**src/rtl/reg_pkg.sv**
```systemverilog
// Shared definitions for the register write-back path: select codes,
// the queued-entry layout and a select decoder.
package reg_pkg;

   localparam int REG_W = 8;

   localparam logic [1:0] REG_R0 = 2'b00;
   localparam logic [1:0] REG_R1 = 2'b01;
   localparam logic [1:0] REG_R2 = 2'b10;
   localparam logic [1:0] REG_R3 = 2'b11;

   typedef struct packed {
      logic [1:0]       sel;
      logic [REG_W-1:0] data;
   } wb_entry;

   function automatic logic [3:0] sel_onehot(input logic [1:0] sel);
      logic [3:0] oh;
      oh      = 4'b0000;
      oh[sel] = 1'b1;
      return oh;
   endfunction

endpackage

```
**src/rtl/wb_fifo.sv**
```systemverilog
// In-order write FIFO for the write-back bank: pointers wrap modulo DEPTH,
// count tracks 0..DEPTH, and a per-entry valid/sel view feeds busy generation.
module wb_fifo #(
   parameter  int WIDTH = 8,
   parameter  int DEPTH = 2,
   localparam int PTR_W = $clog2(DEPTH),
   localparam int CNT_W = PTR_W + 1
) (
   input  logic                  clk,
   input  logic                  rst_n,
   input  logic                  i_push,
   input  logic                  i_pop,
   input  logic [1:0]            i_push_sel,
   input  logic [WIDTH-1:0]      i_push_data,
   output logic                  o_full,
   output logic                  o_empty,
   output logic [CNT_W-1:0]      o_count,
   output logic [1:0]            o_head_sel,
   output logic [WIDTH-1:0]      o_head_data,
   output logic [DEPTH-1:0]      o_ent_vld,
   output logic [DEPTH-1:0][1:0] o_ent_sel
);

   logic [1:0]       r_sel  [DEPTH];
   logic [WIDTH-1:0] r_data [DEPTH];
   logic [PTR_W-1:0] r_wr_ptr;
   logic [PTR_W-1:0] r_rd_ptr;
   logic [CNT_W-1:0] r_count;

   logic             w_push;
   logic             w_pop;
   logic [PTR_W-1:0] w_off [DEPTH];

   assign o_full   = (r_count == CNT_W'(DEPTH));
   assign o_empty  = (r_count == '0);
   assign o_count  = r_count;

   // Guard internally so a caller can never corrupt occupancy.
   assign w_push   = i_push && !o_full;
   assign w_pop    = i_pop  && !o_empty;

   assign o_head_sel  = r_sel[r_rd_ptr];
   assign o_head_data = r_data[r_rd_ptr];

   // Storage carries no reset: only pointers and count decide validity.
   always_ff @(posedge clk) begin
      if (w_push) begin
         r_sel[r_wr_ptr]  <= i_push_sel;
         r_data[r_wr_ptr] <= i_push_data;
      end
   end

   always_ff @(posedge clk or negedge rst_n) begin
      if (!rst_n) begin
         r_wr_ptr <= '0;
         r_rd_ptr <= '0;
         r_count  <= '0;
      end else begin
         if (w_push) r_wr_ptr <= r_wr_ptr + 1'b1;
         if (w_pop)  r_rd_ptr <= r_rd_ptr + 1'b1;
         case ({w_push, w_pop})
            2'b10:   r_count <= r_count + CNT_W'(1);
            2'b01:   r_count <= r_count - CNT_W'(1);
            default: r_count <= r_count;
         endcase
      end
   end

   // Slot k is live when its distance from the read pointer is below count.
   always_comb begin
      for (int k = 0; k < DEPTH; k++) begin
         w_off[k]     = PTR_W'(k) - r_rd_ptr;
         o_ent_vld[k] = ({1'b0, w_off[k]} < r_count);
         o_ent_sel[k] = r_sel[k];
      end
   end

endmodule

```
**src/rtl/reg_writeback.sv**
```systemverilog
// Write-back bank r0..r3 fed by an in-order write FIFO; commits one entry per
// cycle under commit_en. Build option REG_WB_R0_ZERO_EN makes r0 a constant zero.
module reg_writeback
   import reg_pkg::*;
#(
   parameter  int WIDTH = REG_W,
   parameter  int DEPTH = 2,
   localparam int CNT_W = $clog2(DEPTH) + 1
) (
   input  logic             clk,
   input  logic             rst_n,
   input  logic             wr_valid,
   output logic             wr_ready,
   input  logic [1:0]       wr_cmd,
   input  logic [WIDTH-1:0] wr_data,
   input  logic             commit_en,
   output logic [WIDTH-1:0] r0,
   output logic [WIDTH-1:0] r1,
   output logic [WIDTH-1:0] r2,
   output logic [WIDTH-1:0] r3,
   output logic [3:0]       busy,
   output logic [CNT_W-1:0] pending
);

   logic                  w_full;
   logic                  w_empty;
   logic                  w_push;
   logic                  w_pop;
   logic [1:0]            w_head_sel;
   logic [WIDTH-1:0]      w_head_data;
   logic [DEPTH-1:0]      w_ent_vld;
   logic [DEPTH-1:0][1:0] w_ent_sel;
   logic [3:0]            w_busy;

   logic [WIDTH-1:0]      r_reg1;
   logic [WIDTH-1:0]      r_reg2;
   logic [WIDTH-1:0]      r_reg3;

   // Ready looks only at occupancy, keeping commit_en off the ready path.
   assign wr_ready = !w_full;
   assign w_push   = wr_valid && wr_ready;
   assign w_pop    = commit_en && !w_empty;

   wb_fifo #(
      .WIDTH (WIDTH),
      .DEPTH (DEPTH)
   ) u_fifo (
      .clk         (clk),
      .rst_n       (rst_n),
      .i_push      (w_push),
      .i_pop       (w_pop),
      .i_push_sel  (wr_cmd),
      .i_push_data (wr_data),
      .o_full      (w_full),
      .o_empty     (w_empty),
      .o_count     (pending),
      .o_head_sel  (w_head_sel),
      .o_head_data (w_head_data),
      .o_ent_vld   (w_ent_vld),
      .o_ent_sel   (w_ent_sel)
   );

`ifdef REG_WB_R0_ZERO_EN
   assign r0 = '0;
`else
   logic [WIDTH-1:0] r_reg0;

   always_ff @(posedge clk or negedge rst_n) begin
      if (!rst_n) begin
         r_reg0 <= '0;
      end else if (w_pop && (w_head_sel == REG_R0)) begin
         r_reg0 <= w_head_data;
      end
   end

   assign r0 = r_reg0;
`endif

   always_ff @(posedge clk or negedge rst_n) begin
      if (!rst_n) begin
         r_reg1 <= '0;
         r_reg2 <= '0;
         r_reg3 <= '0;
      end else if (w_pop) begin
         case (w_head_sel)
            REG_R1:  r_reg1 <= w_head_data;
            REG_R2:  r_reg2 <= w_head_data;
            REG_R3:  r_reg3 <= w_head_data;
            default: ;
         endcase
      end
   end

   assign r1 = r_reg1;
   assign r2 = r_reg2;
   assign r3 = r_reg3;

   // busy is the OR of decoded selects over live entries only.
   always_comb begin
      w_busy = 4'b0000;
      for (int k = 0; k < DEPTH; k++) begin
         if (w_ent_vld[k]) w_busy = w_busy | sel_onehot(w_ent_sel[k]);
      end
`ifdef REG_WB_R0_ZERO_EN
      w_busy[0] = 1'b0;
`endif
   end

   assign busy = w_busy;

endmodule
```
**config.mk**
```make
export PLATFORM = sky130hd
export DESIGN_NAME = reg_writeback
export DESIGN_NICKNAME = d
export VERILOG_FILES = /design/src/rtl/reg_pkg.sv /design/src/rtl/wb_fifo.sv /design/src/rtl/reg_writeback.sv
export SDC_FILE = /design/constraint.sdc
export NUM_CORES = 1
export LEC_CHECK = 0
export BUFFER_PORTS_ARGS = -buffer_cell sky130_fd_sc_hd__clkbuf_2
export CORE_ASPECT_RATIO = 1.25
export CORE_MARGIN = 10
export CORE_UTILIZATION = 56
export DETAILED_ROUTE_END_ITERATION = 12
export PLACE_DENSITY = 0.83
export SYNTH_ARGS = -nofsm -noshare
export SYNTH_HDL_FRONTEND = slang
export SYNTH_HIERARCHICAL = 1
export SYNTH_SLANG_ARGS = --single-unit
```
**constraint.sdc**
```tcl
create_clock -name clk -period 4.06 [get_ports clk]
set_input_delay 0 -clock clk [delete_from_list [all_inputs] [get_ports clk]]
set_output_delay 0 -clock clk [all_outputs]
set_load 0.02 [all_outputs]
```
==> run_results.csv, run 1 <==
group,metric,value,unit
status,status,"finished clean",
min_path,hold_end,"u_fifo/r_wr_ptr",
drt,vias_per_cell,5.307,
cells_and_area,final_common_cell,"clkbuf_2",
drt,routed_wl,4.835,mm
setup_path,cp.arrival,2.35,ns
setup_path,crit_fanout,12,
setup_path,ff2ff_setup_slack,1.90,ns
die,design.core.area,0.003816,mm^2
clock_network,cts_root_buf,"clkbuf_8",
run,drv_cap,0,
timing,drv_slew,0,
setup_path,crit_family,"multiplexers",
global_routing,grt_overflow_total,0,
clock_network,clk_latency,0.30,ns
min_path,holdCritStartpoint,"wr_valid",
timing,tns,0,ns
setup_path,cpPeakStageDelay,0.67,ns
drt,dr.pass1.iters,4,
cells_and_area,num-nets-final,217,
drt,drtIter0Drc,76,
clock_network,cts-buffers-inserted,5,
cells_and_area,fillCellCount,262,
pwr,p_per_area,845.2,mW/mm^2
synth,ys.warnings.count,6,
global_routing,grt_pass1_wl,7.921,mm
setup_path,required,4.25,ns
global_routing,antenna_found_initial,0,
clock_network,cts_sinks,56,
place,gp_congestion,0.7545,
drt,ant_nets,0,
setup_path,ff2ff_path_depth,3,
setup_path,critPathKind,"register to register",
synth,syn_avg_cell_area,16.53,um^2
timing,setup_violations,0,
clock_network,cts.clk_slew.worst_paths,0.09,ns
timing,relSlewSlack,0.3567,
die,die_width,76.47,um
die,io_pins,53,
clock_network,cts_tree,"yes",
synth,synth-seq-cells,56,
die,rows,25,
pwr,power_leakage,1.203,nW
timing,hold_slack,0.1197,ns
setup_path,cp-start-kind,"register",
place,dp_hpwl,3.508,mm
die,start_util,0.5849,
setup_path,slowest_stage,"dfrtp_1",
cells_and_area,diodes,0,
timing,period_needed,2.161,ns
min_path,hold_path_class,"primary input to register",
timing,fin_skew,0.007764,ns
global_routing,grt_pass1_vias,1554,
synth,synthTopCellsByArea,"dfrtp_1 (40%), edfxtp_1 (27%), mux2_2 (21%)",
synth,yosysUniqueCellTypes,20,
synth,synth_nets,150,
setup_path,worstPathCellList,"mux2_2 > nor4b_4 > mux2_2",
timing,rsz0062_at_grt,"false",
cells_and_area,drive_gt1_frac,0.5172,
timing,tightestPinTransition,0.9614,ns
setup_path,regToRegEndpoint,"r0[4]",
drt,vias,1364,
die,die_area,0.006927,mm^2
timing,hold_viol_final,0,
synth,synthesis.area,0.002232,mm^2
synth,ys_seq_area_frac,0.6726,
min_path,hold_depth,4,
clock_network,clockBufferDepth,2,
setup_path,reg2reg_from,"u_fifo/r_rd_ptr",
drt,wl_per_cell,18.81,um
clock_network,post_cts.repair.setup_buffers,0,
synth,syn_inst,135,
timing,timing.final.crit_share,0.5323,
timing,fmax,0.4628,GHz
setup_path,crit_path_frequent_cell,"mux2_2",
setup_path,cp-end-kind,"register",
cells_and_area,syn_to_final_growth,23.15,%
cells_and_area,most-common-layout-cells,"clkbuf_2 (52), mux2_2 (42), dfrtp_1 (36)",
place,port-buffer-count,52,
global_routing,grtUsageTotal,0.1436,
global_routing,grt_max_degree,37,
setup_path,critPathBufInv,0,
die,die_y,90.59,um
clock_network,h-tree-depth,2,
pwr,peakVddDrop,0.0004535,V
synth,yosys.area.top_type_share,0.4036,
drt,drc,0,
synth,yosysTopAreaCell,"dfrtp_1",
==> registers in the layout, summed over array words and instances (netlist names) <==
signal	cells
u_fifo/r_data	16
r0	8
r1	8
r2	8
r3	8
u_fifo/r_sel	4
u_fifo/o_count	2
u_fifo/r_rd_ptr	1
u_fifo/r_wr_ptr	1
==> metal layers <==
| metal | track usage | up-vias | part of all wire |
|---|---|---|---|
| li1 | - | 622 | - |
| met1 | 0.1544 | 695 | 0.39 |
| met2 | 0.2521 | 41 | 0.54 |
| met3 | 0.05378 | 6 | 0.058 |
| met4 | 0.04814 | 0 | 0.013 |
| met5 | 0 | - | 0 |
==> worst reg2reg max path: stages, from the launching register on <==
cell and delay, ns:
dfrtp_1 0.67, mux2_2 0.45, nor4b_4 0.54, mux2_2 0.40
==> synth_stat cells (all sizes together) <==
cell type  count
inv            5
o22ai          4
xor2           1
and2b          1
and3           1
nor4b          1
mux2          42
nand4b         1
xnor2          4
and4bb         2
dfrtp         36
buf            3
a21o           2
edfxtp        20
nor2           3
nand2b         3
ha             1
nand2          3
nor2b          2
==> power breakdown <==
group,total [W],internal (W),switching (W)
clock network,0.000310,0.000139,0.000171
registers,0.000977,0.000830,0.000147
logic,0.00104,0.000438,0.000598
total,0.00232,0.00141,0.000917
==> area by class of cell <==
cell class / count / area [um^2] / area share
clock buffers: 7 / 86.33 / 0.03141
clock inverters: 1 / 7.507 / 0.002731
inverters: 5 / 18.77 / 0.006827
multi-input cells: 71 / 696.9 / 0.2535
flip-flops and latches: 56 / 1501 / 0.5462
well taps: 54 / 67.56 / 0.02458
repair buffers: 63 / 370.4 / 0.1347
==> through the flow <==
| step | worst slack [ns] | area, um^2 | std cells | power, W | util |
|---|---|---|---|---|---|
| after detailed placement | 1.913 | 2545 | 238 | 0.002032 | 0.6669 |
| after global placement | 1.967 | 2545 | 238 | 0.001974 | 0.6669 |
| after floorplan | 2.198 | 2232 | 135 | 0.001669 | - |
| final | 1.899 | 2749 | 257 | 0.002323 | 0.7203 |
| after global routing | 1.750 | 2749 | 257 | 0.002460 | 0.7203 |
| after CTS | 1.910 | 2749 | 257 | 0.002347 | 0.7203 |
==> cell families (layout without fill, tap and decap cells) <==
group,count (synthesis),count (layout),synth area share
adder cells (fa/ha/maj),1,1,0.005604
flip-flops,56,56,0.6726
XOR/XNOR,5,5,0.01962
AND/OR/NAND/NOR,17,17,0.05718
buffers and inverters,8,76,0.01513
AO/OA/AOI/OAI,6,6,0.01793
multiplexers,42,42,0.2119
==> what timing repair did <==
item | CTS | global route
resized for setup | 0 | 0
hold buffers | 11 | 0
endpoints found under the hold margin | 56 | 0
==> worst max path at each step <==
stage,depth (start not counted),startpoint,endpoint
after floorplan,6,u_fifo/o_count[0],u_fifo/o_count[1]
after global placement,3,u_fifo/r_rd_ptr,r0[5]
after detailed placement,3,u_fifo/r_rd_ptr,r0[6]
after CTS,3,u_fifo/r_rd_ptr,r0[4]
after global routing,5,u_fifo/o_count[0],u_fifo/r_sel[0][1]
final,3,u_fifo/r_rd_ptr,r0[4]
Note: power is estimated with default switching activity, not from simulation.
==> inputs of run 2 (changes only) <==
--- a/config.mk
+++ b/config.mk
@@ -8,9 +8,9 @@
 export BUFFER_PORTS_ARGS = -buffer_cell sky130_fd_sc_hd__clkbuf_2
 export CORE_ASPECT_RATIO = 1.25
 export CORE_MARGIN = 10
-export CORE_UTILIZATION = 56
+export CORE_UTILIZATION = 52
 export DETAILED_ROUTE_END_ITERATION = 12
-export PLACE_DENSITY = 0.83
+export PLACE_DENSITY = 0.78
 export SYNTH_ARGS = -nofsm -noshare
 export SYNTH_HDL_FRONTEND = slang
 export SYNTH_HIERARCHICAL = 1
==> constraint.sdc (replaced) <==
create_clock -name clk -period 2.05 [get_ports clk]
set_input_delay 0 -clock clk [delete_from_list [all_inputs] [get_ports clk]]
set_output_delay 0 -clock clk [all_outputs]
set_load 0.02 [all_outputs]
==> run_results.csv, run 2 (synthesis gave the netlist of run 1 again) <==
group,metric,value,unit
status,status,"finished clean",
drt,wl_met2,2.678,mm
cells_and_area,final_common_cell,"clkbuf_2",
die,io_pins,53,
run,drv_cap,0,
timing,hold_slack,0.1151,ns
timing,fmax,0.5298,GHz
setup_path,crit_path_frequent_cell,"nor2_1",
global_routing,grt_pass1_vias,1577,
timing,tightestPinTransition,0.9139,ns
setup_path,cp.arrival,2.12,ns
timing,relSlewSlack,0.3908,
clock_network,cts_tree,"yes",
place,dp_hpwl,3.851,mm
cells_and_area,fin_util,0.6847,
setup_path,critPathKind,"register to register",
global_routing,grt_overflow_total,0,
timing,rsz0062_at_grt,"false",
clock_network,cts_sinks,56,
drt,wl_per_cell,18.70,um
setup_path,required,2.28,ns
timing,fin_skew,0.008843,ns
timing,setup_violations,0,
timing,drv_slew,0,
drt,dr.pass1.iters,4,
drt,met1_length,2.005,mm
setup_path,critPathBufInv,0,
drt,highest_layer,"met4",
setup_path,cpPeakStageDelay,0.48,ns
global_routing,grtUsageTotal,0.1400,
cells_and_area,drive_gt1_frac,0.5446,
clock_network,post_cts_resized,0,
min_path,hold_path_class,"primary input to register",
die,design.core.area,0.004131,mm^2
cells_and_area,most-common-layout-cells,"clkbuf_2 (52), mux2_2 (42), dfrtp_1 (36)",
drt,drtIter0Drc,26,
die,rows,26,
timing,tns,0,ns
setup_path,cp-end-kind,"register",
drt,drc,0,
clock_network,h-tree-depth,2,
clock_network,cts_root_buf,"clkbuf_8",
timing,period_needed,1.887,ns
setup_path,crit_fanout,7,
setup_path,worstPathCellList,"nor2_1 > and2b_1 > nor2b_2 > ha_1 > nor2_1 > xor2_1",
die,die_y,93.25,um
die,die_width,78.60,um
setup_path,crit_family,"simple AND/OR/NAND/NOR gates",
die,start_util,0.5403,
cells_and_area,regMostFlops,"u_fifo/r_data",
global_routing,grt_pass1_wl,8.114,mm
cells_and_area,largest_reg_flops,16,
drt,wl_met3,262,um
setup_path,slowest_stage,"dfrtp_1",
pwr,peakVddDrop,0.0008630,V
cells_and_area,num-nets-final,227,
die,die_area,0.007329,mm^2
place,port-buffer-count,52,
place,gp_congestion,0.7721,
clock_network,cts.clk_slew.worst_paths,0.10,ns
cells_and_area,syn_to_final_growth,26.74,%
drt,ant_nets,0,
global_routing,grt_max_degree,37,
global_routing,antenna_found_initial,0,
cells_and_area,diodes,0,
timing,hold_viol_final,0,
clock_network,cts-buffers-inserted,5,
pwr,power_leakage,1.255,nW
setup_path,cp-start-kind,"register",
timing,timing.final.crit_share,0.9207,
clock_network,clockBufferDepth,2,
drt,routed_wl,5.030,mm
pwr,p_per_area,1674,mW/mm^2
clock_network,clk_latency,0.31,ns
drt,vias,1406,
drt,vias_per_cell,5.227,
==> run 2: changes by cell type in the layout (fill, tap and decap cells not counted) <==
cell,before,now
buf_4,0,10
clkbuf_1,1,0
clkbuf_8,6,5
clkinv_4,0,1
inv_8,0,1
==> run 2: per-stage QoR <==
step / power [W] / cells / cell area [um^2] / worst slack (ns)
after global placement: 0.004019 / 250 / 2623 / 0.2823
after floorplan: 0.003306 / 135 / 2232 / 0.1884
after global routing: 0.005000 / 269 / 2829 / 0.07425
after detailed placement: 0.004155 / 250 / 2623 / 0.2085
after CTS: 0.004788 / 269 / 2829 / 0.1761
final: 0.004735 / 269 / 2829 / 0.1626
==> run 2: cell type report <==
cell class	count	area, um^2
inverters	5	18.77
repair buffers	73	445.4
fillers	314	1303
multi-input cells	71	696.9
flip-flops and latches	56	1501
clock inverters	3	27.53
clock buffers	5	68.82
well taps	56	70.07
==> run 2: worst register-to-register path, stage by stage (launching register included) <==
cell and delay [ns]:
dfrtp_1 0.48, nor2_1 0.26, and2b_1 0.23, nor2b_2 0.17, ha_1 0.33, nor2_1 0.15
xor2_1 0.18
==> run 2: power breakdown <==
group          switching [W]  internal (W)
combinational        0.00125      0.000949
sequential          0.000273       0.00164
clock               0.000372      0.000251
total                0.00189       0.00284
==> run 2: path summary, 6_finish.rpt <==
| kind | endpoint | cells after the start | slack (ns) | startpoint |
|---|---|---|---|---|
| max in group asynchronous | r0[2] | 2 | 1.15 | rst_n |
| hold / removal | u_fifo/r_wr_ptr | 4 | 0.12 | wr_valid |
| setup / recovery | u_fifo/o_count[1] | 6 | 0.16 | u_fifo/o_count[0] |
| hold reg to reg | u_fifo/r_wr_ptr | 1 | 0.51 | u_fifo/r_wr_ptr |
| min in group asynchronous | r1[4] | 2 | 0.33 | rst_n |
| setup reg to reg | u_fifo/o_count[1] | 6 | 0.16 | u_fifo/o_count[0] |
==> run 2: routing by layer <==
metal,GRT usage,vias to the layer above
li1,-,641
met1,0.1513,715
met2,0.2534,43
met3,0.04023,7
met4,0.04940,0
met5,0,-
==> run 2: repair_timing <==
action                                 4_1_cts  5_1_grt
hold buffers                                11        0
endpoints found under the hold margin       56        0
buffers inserted                             0        0
